--- config.mk ---
export PLATFORM = sky130hd
export DESIGN_NAME = sdram_clk_phase_gen_flat
export DESIGN_NICKNAME = d
export VERILOG_FILES = /design/src/rtl/sdram_clk_phase_gen_if.sv /design/src/rtl/sdram_clk_phase_gen.sv /design/src/flat_wrapper.sv
export SDC_FILE = /design/constraint.sdc
export NUM_CORES = 1
export LEC_CHECK = 0
export BUFFER_PORTS_ARGS = -buffer_cell sky130_fd_sc_hd__buf_2
export CAP_MARGIN = 10
export CORE_UTILIZATION = 61
export DETAILED_ROUTE_END_ITERATION = 8
export HOLD_SLACK_MARGIN = 0.15
export MAX_ROUTING_LAYER = met4
export PLACE_DENSITY = 0.76
export SLEW_MARGIN = 0
export SYNTH_ARGS = -nofsm -noshare
export SYNTH_HDL_FRONTEND = slang
export SYNTH_SLANG_ARGS = --single-unit
--- constraint.sdc ---
create_clock -name clk -period 5.05 [get_ports clk]
set_input_delay 0.2525 -clock clk [delete_from_list [all_inputs] [get_ports clk]]
set_output_delay 0.2525 -clock clk [all_outputs]
set_load 0.02 [all_outputs]
--- src/rtl/sdram_clk_phase_gen_if.sv ---
// Configuration write port of the SDRAM/PHY clock phase generator.
// The master issues strobed channel writes; the slave returns a one-cycle ack.
interface sdram_clk_phase_gen_if #(
  parameter int CH_WIDTH  = 3,
  parameter int DIV_WIDTH = 8
) ();
  logic                 cfg_stb;
  logic [CH_WIDTH-1:0]  cfg_ch;
  logic [DIV_WIDTH-1:0] cfg_div;
  logic [DIV_WIDTH-1:0] cfg_phase;
  logic                 cfg_ack;

  modport master (
    output cfg_stb, cfg_ch, cfg_div, cfg_phase,
    input  cfg_ack
  );

  modport slave (
    input  cfg_stb, cfg_ch, cfg_div, cfg_phase,
    output cfg_ack
  );
endinterface

--- src/rtl/sdram_clk_phase_gen.sv ---
// Multi-channel divided clock / strobe generator with a lock sequencer.
// All channels are held at their phase offset while LOCKING and run together in RUN.
module sdram_clk_phase_gen #(
  parameter int CHANNELS    = 2,
  parameter int DIV_WIDTH   = 8,
  parameter int DEFAULT_DIV = 2,
  parameter int LOCK_CYCLES = 16,
  parameter int CH_WIDTH    = 3
) (
  input  logic                clk,
  input  logic                rst,
  sdram_clk_phase_gen_if.slave cfg,
  output logic                locked,
  output logic [CHANNELS-1:0] clk_out,
  output logic [CHANNELS-1:0] clk_en
);

  localparam int LW = (LOCK_CYCLES > 1) ? $clog2(LOCK_CYCLES) : 1;

  typedef logic [DIV_WIDTH-1:0] dw_t;
  typedef enum logic {LOCKING, RUN} state_t;

  state_t          state, state_nxt;
  logic [LW-1:0]   lock_cnt, lock_nxt;
  dw_t             div_r   [CHANNELS];
  dw_t             phase_r [CHANNELS];
  dw_t             cnt     [CHANNELS];
  dw_t             div_nxt   [CHANNELS];
  dw_t             phase_nxt [CHANNELS];
  dw_t             cnt_nxt   [CHANNELS];
  logic            wr_valid;
  logic            run_nxt;
  logic [CHANNELS-1:0] out_nxt;
  logic [CHANNELS-1:0] en_nxt;

  // Divide ratios below 2 cannot form a clock, so they run as 2.
  function automatic dw_t eff_div(input dw_t d);
    return (d < dw_t'(2)) ? dw_t'(2) : d;
  endfunction

  function automatic dw_t eff_phase(input dw_t p, input dw_t de);
    return (p >= de) ? (de - dw_t'(1)) : p;
  endfunction

  always_comb begin
    wr_valid  = cfg.cfg_stb && (int'(cfg.cfg_ch) < CHANNELS);
    state_nxt = state;
    lock_nxt  = lock_cnt;
    run_nxt   = 1'b0;
    out_nxt   = '0;
    en_nxt    = '0;

    if (state == LOCKING) begin
      if (lock_cnt == LW'(LOCK_CYCLES - 1))
        state_nxt = RUN;
      else
        lock_nxt = lock_cnt + LW'(1);
    end

    for (int i = 0; i < CHANNELS; i++) begin
      div_nxt[i]   = div_r[i];
      phase_nxt[i] = phase_r[i];
      if (state == LOCKING || wr_valid)
        cnt_nxt[i] = eff_phase(phase_r[i], eff_div(div_r[i]));
      else if (cnt[i] == eff_div(div_r[i]) - dw_t'(1))
        cnt_nxt[i] = '0;
      else
        cnt_nxt[i] = cnt[i] + dw_t'(1);
      if (wr_valid && cfg.cfg_ch == CH_WIDTH'(i)) begin
        div_nxt[i]   = cfg.cfg_div;
        phase_nxt[i] = cfg.cfg_phase;
      end
    end

    // Any accepted write relocks every channel so relative phases stay aligned.
    if (wr_valid) begin
      state_nxt = LOCKING;
      lock_nxt  = '0;
    end

    run_nxt = (state_nxt == RUN);
    for (int i = 0; i < CHANNELS; i++) begin
      out_nxt[i] = run_nxt && (cnt_nxt[i] < (eff_div(div_nxt[i]) >> 1));
      en_nxt[i]  = run_nxt && (cnt_nxt[i] == '0);
    end
  end

  always_ff @(posedge clk) begin
    if (!rst) begin
      state       <= LOCKING;
      lock_cnt    <= '0;
      locked      <= 1'b0;
      clk_out     <= '0;
      clk_en      <= '0;
      cfg.cfg_ack <= 1'b0;
      for (int i = 0; i < CHANNELS; i++) begin
        div_r[i]   <= dw_t'(DEFAULT_DIV);
        phase_r[i] <= '0;
        cnt[i]     <= '0;
      end
    end else begin
      state       <= state_nxt;
      lock_cnt    <= lock_nxt;
      locked      <= run_nxt;
      clk_out     <= out_nxt;
      clk_en      <= en_nxt;
      cfg.cfg_ack <= cfg.cfg_stb;
      for (int i = 0; i < CHANNELS; i++) begin
        div_r[i]   <= div_nxt[i];
        phase_r[i] <= phase_nxt[i];
        cnt[i]     <= cnt_nxt[i];
      end
    end
  end

endmodule
--- src/flat_wrapper.sv ---
// flat-port wrapper written by rule: the top's interface ports become plain ports
module sdram_clk_phase_gen_flat 
#(
  parameter int CHANNELS    = 2,
  parameter int DIV_WIDTH   = 8,
  parameter int DEFAULT_DIV = 2,
  parameter int LOCK_CYCLES = 16,
  parameter int CH_WIDTH    = 3
)
  (clk, rst, locked, clk_out, clk_en, cfg_cfg_stb, cfg_cfg_ch, cfg_cfg_div, cfg_cfg_phase, cfg_cfg_ack);
  sdram_clk_phase_gen_if #(.CH_WIDTH(CH_WIDTH), .DIV_WIDTH(DIV_WIDTH)) cfg_i ();
  input  logic clk;
  input  logic rst;
  output logic locked;
  output logic [CHANNELS-1:0] clk_out;
  output logic [CHANNELS-1:0] clk_en;
  input wire logic [$bits(cfg_i.cfg_stb)-1:0] cfg_cfg_stb;
  input wire logic [$bits(cfg_i.cfg_ch)-1:0] cfg_cfg_ch;
  input wire logic [$bits(cfg_i.cfg_div)-1:0] cfg_cfg_div;
  input wire logic [$bits(cfg_i.cfg_phase)-1:0] cfg_cfg_phase;
  output wire logic [$bits(cfg_i.cfg_ack)-1:0] cfg_cfg_ack;
  assign cfg_i.cfg_stb = cfg_cfg_stb;
  assign cfg_i.cfg_ch = cfg_cfg_ch;
  assign cfg_i.cfg_div = cfg_cfg_div;
  assign cfg_i.cfg_phase = cfg_cfg_phase;
  assign cfg_cfg_ack = cfg_i.cfg_ack;
  sdram_clk_phase_gen #(.CHANNELS(CHANNELS), .DIV_WIDTH(DIV_WIDTH), .DEFAULT_DIV(DEFAULT_DIV), .LOCK_CYCLES(LOCK_CYCLES), .CH_WIDTH(CH_WIDTH)) u_core (.clk(clk), .rst(rst), .cfg(cfg_i), .locked(locked), .clk_out(clk_out), .clk_en(clk_en));
endmodule
==> flow_summary.yaml <==
route:
  drtAntennaViolNets: 0
  vias: 3456
  drtPass1Iterations: 4
  drt-met1-wl_um: 4477
  met3_length_um: 361
  top_layer_used: "met4"
  drc: 0
  initialDrtViolationCount: 186
  routed_via_density: 6.021
  routedWlPerCell_um: 17.95
  routed-wl-met2_um: 5123
  drt-total-wl_um: 10300
sta:
  hold_violations: 0
  final.setup.tns_ps: 0
  max_freq_mhz: 233.3
  finalMaxSlewViolations: 0
  final-setup-viol-count: 0
  fin_skew_ps: 10.85
  tightest_slew_ps: 833.1
  rsz0062_at_grt: "false"
  fin_crit_sh: 0.8487
  relSlewSlack: 0.4446
  period_minus_slack_ps: 4286
synth:
  ys_ff_latch: 58
  syn_area_sq_um: 3994
  ys_seq_area_frac: 0.2907
  synthSimpleGateAreaFrac: 0.2390
  yosysTopAreaCellShare: 0.2907
  yosys_warnings: 0
  synth_xor_area_frac: 0.08459
  synth.mux.area_fraction: 0.05294
  synth_cell_type_count: 57
  syn_inst: 471
  synth_compound_area_frac: 0.1898
  syn-num-nets: 526
  synth_edf_count: 0
  synth_top_cell_by_area: "dfxtp_1"
  synthAdderAreaFrac: 0.1034
  synth_top_flop_cell: "dfxtp_1"
  ys_top_cells_by_area: "dfxtp_1 (29%), ha_1 (10%), nand2_1 (5.2%)"
  syn_avg_cell_area_sq_um: 8.479
  async_reset_ff_frac: 0
  synth_top_family_by_area: "simple AND/OR/NAND/NOR gates"
floorplan:
  io_pins: 28
  die_w_um: 82.92
  die_h_um: 82.92
  die-area_sq_um: 6875
  initial_core_util: 0.6290
  num_rows: 29
  core_area_sq_um: 6350
critical_path:
  worst_path_max_delay_cell: "or4_4"
  reg2reg_to: "u_core.clk_out[1]"
  crit_chain: "nor4_2, nand2_1, o21ai_0, ha_1, nor3b_1, xnor2_1, o2111ai_1, or4_4, o31ai_4, o22ai_1, ha_1, a211o_1, a21o_1, nor3_1, o311a_1"
  crit_fanout: 6
  cp_slowest_stage_delay_ps: 570
  crit_path_start_kind: "register"
  crit_arrival_ps: 4570
  reg2reg_from: "u_core.div_r[0][10]"
  ff2ff_setup_slack_ps: 760
  critPathKind: "reg2reg"
  endpoint_kind: "register"
  cp_common_cell: "ha_1"
  r2r_cells: 15
  cp.required_ps: 5340
cts:
  path_clk_slew_ps: 70
  h-tree-depth: 3
  cts_tree: "done"
  clkLatencyLatePin_ps: 340
  clk_path_buf_depth: 2
  cts_resized: 0
  postCtsSetupBuffers: 0
  cts_hold_buf: 1
  cts_root_buffer: "clkbuf_8"
  cts_buffers: 9
  clock-sinks: 58
global_route:
  grt-ovfl-total: 0
  antenna_found_initial: 0
  grt_first_pass_wirelength_um: 16790
  grt_max_degree: 51
  grt_pass1_vias: 3441
  grt_usage: 0.3210
run:
  max_cap_viol_count: 0
cells_and_area:
  fill_cells: 555
  fin_nets: 547
  stdcell_count: 574
  final_common_cell: "dfxtp_1"
  final_layout_size_suffix_gt1_frac: 0.1167
  antenna_cells: 0
  post-route-util: 0.6902
  final_cell_mix: "dfxtp_1 (58), nand2_1 (55), ha_1 (33)"
  syn2layout_area_growth_pct: 9.743
power_and_ir_drop:
  powerDensity_nw_per_um2: 260.5
  total_power_mw: 1.142
  max-vdd-ir-drop_v: 0.0002326
  p_leak_nw: 1.860
placement:
  place_inst: 557
  port_buffers: 27
  gp_congestion: 0.9214
  hpwl_um: 7856
worst_hold_path:
  min-delay-start: "cfg_cfg_phase[1]"
  hold_depth: 3
  hold_class: "in2reg"
  min_to: "u_core.phase_r[0][1]"
outcome:
  status: "complete, no violations"
==> cells by family after synthesis <==
group | count (synthesis)
muxes | 21
and+or+nand+nor | 177
DFF | 58
xor gates and xnor gates | 37
adders and majority gates | 33
AOI/OAI and AO/OA | 105
buffers and inverters | 40
==> state kept, by name, indices dropped and copies added, names as in the netlist, named ones only <==
| register | count |
|---|---|
| u_core.locked | 1 |
| u_core.div_r | 14 |
| u_core.cfg.cfg_ack | 1 |
| u_core.lock_cnt | 4 |
| u_core.cnt | 16 |
| u_core.clk_out | 2 |
| u_core.phase_r | 16 |
| u_core.clk_en | 2 |
==> worst max path at each step <==
stage | startpoint | end | slack, ps
6_report | u_core.div_r[0][10] | u_core.clk_out[1] | 760
5_1_grt | u_core.div_r[0][10] | u_core.clk_out[1] | 480
4_1_cts | u_core.div_r[0][10] | u_core.clk_out[1] | 840
3_5_place_dp | u_core.div_r[0][10] | u_core.clk_out[1] | 950
3_3_place_gp | u_core.div_r[0][10] | u_core.clk_out[1] | 1120
2_1_floorplan | u_core.div_r[0][10] | u_core.clk_out[1] | 1410
==> critical path, delay by kind of cell, from the launching register on <==
family	cells	cell delay, ps
flops	1	380
fa+ha+maj	2	490
xor+xnor	1	260
simple gates	5	1650
compound gates	7	1470
==> where the power goes <==
group	switching (mW)	internal (mW)	total (mW)
logic	0.0949	0.0772	0.172
registers	0.0177	0.470	0.488
clock network	0.192	0.290	0.482
==> Yosys cell counts, drive strengths merged, types with 17 or more instances <==
library cell  instances
dfxtp                58
nand2                55
ha                   33
nor2                 24
inv                  21
mux2i                20
xnor2                19
a21boi               18
a21oi                18
and2                 17
nand3                17
o21ai                17
xor2                 17
==> cell type report <==
class / count / area [sq um] / share of cell area
repair buffers: 29 / 152.6 / 0.03483
clock inverters: 5 / 77.57 / 0.01770
well taps: 77 / 96.34 / 0.02198
clock buffers: 11 / 141.4 / 0.03226
inverters: 21 / 78.83 / 0.01798
multi-input cells: 373 / 2675 / 0.6103
flip-flops and latches: 58 / 1161 / 0.2649
==> per-layer routing <==
| layer | vias up | track usage |
|---|---|---|
| met1 | 1605 | 0.3643 |
| met4 | 0 | 0.1458 |
| met3 | 30 | 0.05467 |
| met5 | - | - |
| met2 | 102 | 0.5522 |
| li1 | 1719 | - |
==> per-stage QoR <==
step                setup slack [ps]  area (sq um)  hold slack, ps
floorplan                       1410          3994           374.2
global placement                1124          4154           476.4
detailed placement             954.5          4154           479.5
CTS                            843.5          4383           165.8
global route                   476.0          4383           164.1
finish                         763.9          4383           174.1
No activity file was read; power rests on OpenSTA's default activity.
